**src/rtl/shift_reg_if.sv**
```systemverilog
// -----------------------------------------------------------------------------
// shift_reg_if
//
// Bundles the word-side and bit-side signals of the parallel-load, serial-out
// shift register so that producer and register connect through one port.
//
// Handshake: there is no valid/ready pair on this link. The register accepts
// i_fill on every rising edge where i_fill_en is high, and it shifts on every
// other edge. o_out is always meaningful; the consumer samples one bit per
// clock. The producer is therefore responsible for pacing loads, because
// nothing back-pressures it.
//
// Signals:
//   i_bit      producer -> register  serial fill bit, enters at the LSB on a shift
//   i_fill     producer -> register  WIDTH-bit parallel load word
//   i_fill_en  producer -> register  load enable; a load has priority over a shift
//   o_out      register -> consumer  serial output, always the register MSB
//
// Modports:
//   master  the word-wide producer / serial consumer side
//   slave   the shift register itself
// -----------------------------------------------------------------------------
interface shift_reg_if #(
  parameter int WIDTH = 8
);

  logic             i_bit;
  logic [WIDTH-1:0] i_fill;
  logic             i_fill_en;
  logic             o_out;

  modport master (
    output i_bit,
    output i_fill,
    output i_fill_en,
    input  o_out
  );

  modport slave (
    input  i_bit,
    input  i_fill,
    input  i_fill_en,
    output o_out
  );

endinterface : shift_reg_if

```
**src/rtl/shift_reg.sv**
```systemverilog
// -----------------------------------------------------------------------------
// shift_reg
//
// Parallel-load, serial-out shift register. A WIDTH-bit word is loaded in one
// clock, then emitted MSB-first on o_out, one bit per clock. The vacated LSB
// is back-filled from i_bit on every shift.
//
// Parameters:
//   WIDTH  register length in bits (WIDTH >= 1)
//
// Ports:
//   clk    rising-edge clock
//   rst_n  asynchronous active-low reset; clears the register to zero
//   bus    shift_reg_if.slave carrying i_bit, i_fill, i_fill_en, o_out
//
// Behaviour on each rising edge, with rst_n high:
//   i_fill_en = 1 : sr <= i_fill                    (load; no shift this cycle)
//   i_fill_en = 0 : sr <= {sr[WIDTH-2:0], i_bit}    (shift toward the MSB)
// There is no hold mode: every edge that is not a load is a shift.
//
// o_out is taken straight from the register MSB, so there is no combinational
// path from any input to the output.
// -----------------------------------------------------------------------------
module shift_reg #(
  parameter int WIDTH = 8
) (
  input  logic      clk,
  input  logic      rst_n,
  shift_reg_if.slave bus
);

  logic [WIDTH-1:0] sr;
  logic [WIDTH-1:0] shift_next;
  logic [WIDTH-1:0] sr_next;

  // The shifted value is built in a generate so that WIDTH = 1 never
  // elaborates the empty slice sr[WIDTH-2:0]; a one-bit register simply
  // takes i_bit on a shift.
  generate
    if (WIDTH == 1) begin : g_single
      assign shift_next = bus.i_bit;
    end else begin : g_multi
      assign shift_next = {sr[WIDTH-2:0], bus.i_bit};
    end
  endgenerate

  // Load wins over shift.
  always_comb begin
    sr_next = shift_next;
    if (bus.i_fill_en) begin
      sr_next = bus.i_fill;
    end
  end

  always_ff @(posedge clk or negedge rst_n) begin
    if (!rst_n) begin
      sr <= '0;
    end else begin
      sr <= sr_next;
    end
  end

  assign bus.o_out = sr[WIDTH-1];

endmodule : shift_reg

```
**src/flat_wrapper.sv**
```systemverilog
// flat-port wrapper written by rule: the top's interface ports become plain ports
module shift_reg_flat 
#(
  parameter int WIDTH = 8
)
  (clk, rst_n, bus_i_bit, bus_i_fill, bus_i_fill_en, bus_o_out);
  shift_reg_if #(.WIDTH(WIDTH)) bus_i ();
  input  logic clk;
  input  logic rst_n;
  input wire logic [$bits(bus_i.i_bit)-1:0] bus_i_bit;
  input wire logic [$bits(bus_i.i_fill)-1:0] bus_i_fill;
  input wire logic [$bits(bus_i.i_fill_en)-1:0] bus_i_fill_en;
  output wire logic [$bits(bus_i.o_out)-1:0] bus_o_out;
  assign bus_i.i_bit = bus_i_bit;
  assign bus_i.i_fill = bus_i_fill;
  assign bus_i.i_fill_en = bus_i_fill_en;
  assign bus_o_out = bus_i.o_out;
  shift_reg #(.WIDTH(WIDTH)) u_core (.clk(clk), .rst_n(rst_n), .bus(bus_i));
endmodule
```
**config.mk**
```make
export PLATFORM = sky130hd
export DESIGN_NAME = shift_reg_flat
export DESIGN_NICKNAME = d
export VERILOG_FILES = /design/src/rtl/shift_reg_if.sv /design/src/rtl/shift_reg.sv /design/src/flat_wrapper.sv
export SDC_FILE = /design/constraint.sdc
export NUM_CORES = 1
export LEC_CHECK = 0
export ABC_AREA = 1
export ABC_CLOCK_PERIOD_IN_PS = 1180
export BUFFER_PORTS_ARGS = -buffer_cell sky130_fd_sc_hd__buf_2
export CAP_MARGIN = 20
export CORE_AREA = 5 5 42 44
export DETAILED_ROUTE_END_ITERATION = 10
export DIE_AREA = 0 0 47 49
export GPL_TIMING_DRIVEN = 1
export PLACE_DENSITY_LB_ADDON = 0.1
export SYNTH_ARGS = -nofsm -noshare
export SYNTH_HDL_FRONTEND = slang
export SYNTH_SLANG_ARGS = --single-unit
export TNS_END_PERCENT = 10
```
**constraint.sdc**
```tcl
create_clock -name clk -period 1.18 [get_ports clk]
set_input_delay 0.177 -clock clk [delete_from_list [all_inputs] [get_ports clk]]
set_output_delay 0.177 -clock clk [all_outputs]
set_load 0.02 [all_outputs]
```
* Yosys cells after proc, flatten, opt, wreduce, memory -nomap -nowiden *
Cells that the tools add are included.

storage, ports and cells
  register bits after elaboration = 8
  output and inout bits = 1
  logic and storage cells = 2

cells by class
  muxes and demuxes = 1

operator list
  operator  number
  $mux W8   1

* Depth between registers and ports, before layout *
  depth in word-level cells = 1
  mapped depth = 4
  gate-level depth less buffers = 3

* Least setup slack after synthesis *
OpenSTA, ideal clock, no wires.

  path type = register to output
  start = register u_core.sr[7]
  end = output bus_o_out
  data arrival time = 0.416 ns
  setup slack = 0.587 ns
  stages on the path, launching flop included = 1
  buffers on the path = 0
  cell sequence = dfrtp_1

RTL lines
  item                    line                source
  from (decl)             shift_reg.sv:32     logic [WIDTH-1:0] sr;
  from (signal assigned)  shift_reg.sv:59     sr <= sr_next;
  to (decl)               flat_wrapper.sv:13  output wire logic [$bits(bus_i.o_out)-1:0] bus_o_out;

No word-level cell between the ends.

* Final worst setup path *
  start = register u_core.sr[7]
  end = output bus_o_out

No word-level cell between the ends.

==> summary.md <==
| Metric | Value |
|---|---|
| Status | finished clean |
| Clock share of power | 0.359 |
| Slew headroom | 0.878 |
| Reg2Reg Setup Slack | 600 ps |
| #FFs+latches synth | 8 |
| Total core area | 1400 sq um |
| Setup Crit Path Kind | reg -> out |
| Post-Synthesis Cells | 34 |
| Area leader, netlist | dfrtp_1 |
| CTS Root Cell | clkbuf_4 |
| Reg2reg path depth | 2 |
| Worst R2R Start | u_core.sr[5] |
| Critical Path Sink | bus_o_out |
| Std-Cell Rows | 14 |
| PortBufs | 12 |
| CP max stage cell | dfrtp_1 |
| Mean Syn Cell Area | 8.98 sq um |
| # H-tree levels | 1 |
| GRT Overall Usage | 0.0751 |
| Largest registers | u_core.sr (8) |
| Initial DRT Pass Iterations | 1 |
| Dpl hpwl | 514 um |
| Drt via density | 4.03 |
| Setup bufs post-CTS | 0 |
| Crit. Startpoint | u_core.sr[7] |
| DR vias | 262 |
| # setup viols final | 0 |
| Final #Nets | 63 |
| Levels on crit path | 1 |
| Sw Ratio | 0.229 |
| Post_cts resized | 0 |
| GP Congestion | 0.744 |
| Hold Violations, Final | 0 |
| WP buf/inv | 1 |
| Sequential element share of the synthesized area | 0.656 |
| Max-cap violation count | 0 |
| CP endpoint kind | output port |
| Mux share of post-synthesis cell area | 0 |
| CP max FO | 1 |
| Flop pwr share | 0.531 |
| Initial antenna violation count | 0 |
| Adder-cell share of the synthesized area | 0 |
| Clock transition at path regs | 60 ps |
| Post-synthesis xor/xnor area fraction | 0 |
| Clock Sink Count | 8 |
| Synth warnings | 0 |
| Largest register FFs | 8 |
| DRC violations left | 0 |
| Post-Route Utilization | 0.290 |
| Initial DRC count | 0 |
| Final setup margin | 236 ps |
| Syn Std Cell Area | 305 sq um |
| Minimum clock period | 944 ps |
| Max IR drop VDD | 0.655 mV |
| P per Cell Area | 1410 nW/um^2 |
| CTS tree | yes |
| Pins Over Slew Limit | 0 |
| Arrival time worst endpoint | 770 ps |
| Largest family of logic cells by synthesized area | simple AND/OR/NAND/NOR gates |
| First-pass GRT wire length | 1260 um |
| Maximum clock path buffer count | 2 |
| Hold bufs inserted after CTS | 1 |
| Worst setup SP type | flop |
| Leak | 0.237 nW |
| Final ANT Viol Nets | 0 |
| Required @ worst endpoint | 1000 ps |
| P_sw | 131 uW |
| Die height | 49 um |
| CP top delay family | flip-flops |
| R2r endpoint | u_core.sr[6] |
| Largest net degree at the start of global routing | 10 |
| Drt total wl | 640 um |
| Starting Density | 0.218 |
| Synth Area in Compound Gates | 0 |
| Number of buffers created by CTS | 3 |
| Synth-to-Final Area Change | 33.2% |
| Share of power burned in combinational logic | 0.109 |
| CP max stage delay | 360 ps |
| Setup TNS | 0 ps |
| Synth Area in Simple Gates | 0.295 |
| Worst-Skew Late Latency | 250 ps |
| Mapped Nets | 46 |
| Crit path cell chain | buf_2 |
| Setup WS pre-CTS | 479 ps |
| # IOs | 13 |
| Largest Register | u_core.sr |
| Cell variety after synth | 4 |
| Power Internal | 442 uW |
| Fmax | 1060 MHz |
| Number of global-route vias before repair | 309 |
| Post-synth top area share | 0.656 |
| RSZ-0062 raised after global routing | false |
| Crit share post-route | 0.800 |
| DIE WIDTH | 47 um |
| Grt ovf | 0 |
| Worst min path class | in -> reg |
| Wire per inst | 9.85 um |
| Share of layout cells above drive strength 1 | 0.327 |
| Die ar. | 2300 sq um |
| Clock Skew | 5.59 ps |
| Slew at the pin closest to its max-slew limit | 183 ps |
| Largest cells by area after synthesis | dfrtp_1 66%, nand2_1 30%, buf_6 3.7%, inv_2 1.2% |
| N_diodes | 0 |
-- cells in the final DEF, fill, tap and decap left out --
cell	instances
buf_2	12
inv_2	1
nand2_1	24
dlygate4sd3_1	1
clkbuf_4	3
dfrtp_1	8
-- cells by family after synthesis --
kind of cell  Yosys count
simple gates           24
buf+inv                 2
flops                   8
-- worst reg2reg max path, cell delays in order (launching register included) --
cell	delay, ps
dfrtp_1	360
nand2_1	70
nand2_1	50
-- metal layers --
| layer | vias to the layer above | part of all wire | wire [um] | GRT usage |
|---|---|---|---|---|
| met5 | - | 0 | 0 | 0 |
| met4 | 0 | 0 | 0 | 0.0138 |
| met3 | 0 | 0.12 | 75 | 0.0590 |
| met2 | 11 | 0.48 | 304 | 0.102 |
| met1 | 120 | 0.40 | 259 | 0.0942 |
| li1 | 131 | - | - | - |
-- synthesized netlist by cell type, drive strengths merged --
| cell | instances |
|---|---|
| inv | 1 |
| nand2 | 24 |
| buf | 1 |
| dfrtp | 8 |
-- metrics by stage --
| stage | power [mW] | std cells | hold slack (ps) | instance area [sq um] |
|---|---|---|---|---|
| after floorplan | 0.342 | 34 | -119 | 305 |
| after global placement | 0.372 | 61 | 29.3 | 374 |
| after detailed placement | 0.372 | 61 | 31.5 | 374 |
| after CTS | 0.589 | 65 | 121 | 407 |
| after global routing | 0.617 | 65 | 131 | 407 |
| final | 0.574 | 65 | 125 | 407 |
-- power groups by stage --
stage | clock network (mW) | registers, mW | logic [mW]
floorplan | 0 | 0.312 | 0.0302
global route | 0.234 | 0.307 | 0.0764
detailed placement | 0 | 0.310 | 0.0623
finish | 0.206 | 0.305 | 0.0628
global placement | 0 | 0.310 | 0.0614
CTS | 0.219 | 0.305 | 0.0651
-- worst min path at each step --
stage          depth (start not counted)          start            to  slack, ps
3_5_place_dp                           1          rst_n  u_core.sr[6]         30
6_report                               3  bus_i_fill[7]  u_core.sr[7]        130
2_1_floorplan                          0          rst_n  u_core.sr[0]       -120
3_3_place_gp                           1          rst_n  u_core.sr[6]         30
4_1_cts                                3  bus_i_fill[5]  u_core.sr[5]        120
5_1_grt                                3  bus_i_fill[7]  u_core.sr[7]        130
-- final cells by class --
type	instances	area, sq um
fill	186	995
sequential	8	200
multi-input combinational	24	90.1
timing repair buffer	13	70.1
clock buffer	3	22.5
tap	16	20.0
inverter	1	3.75
No activity file was read; power rests on OpenSTA's default activity.
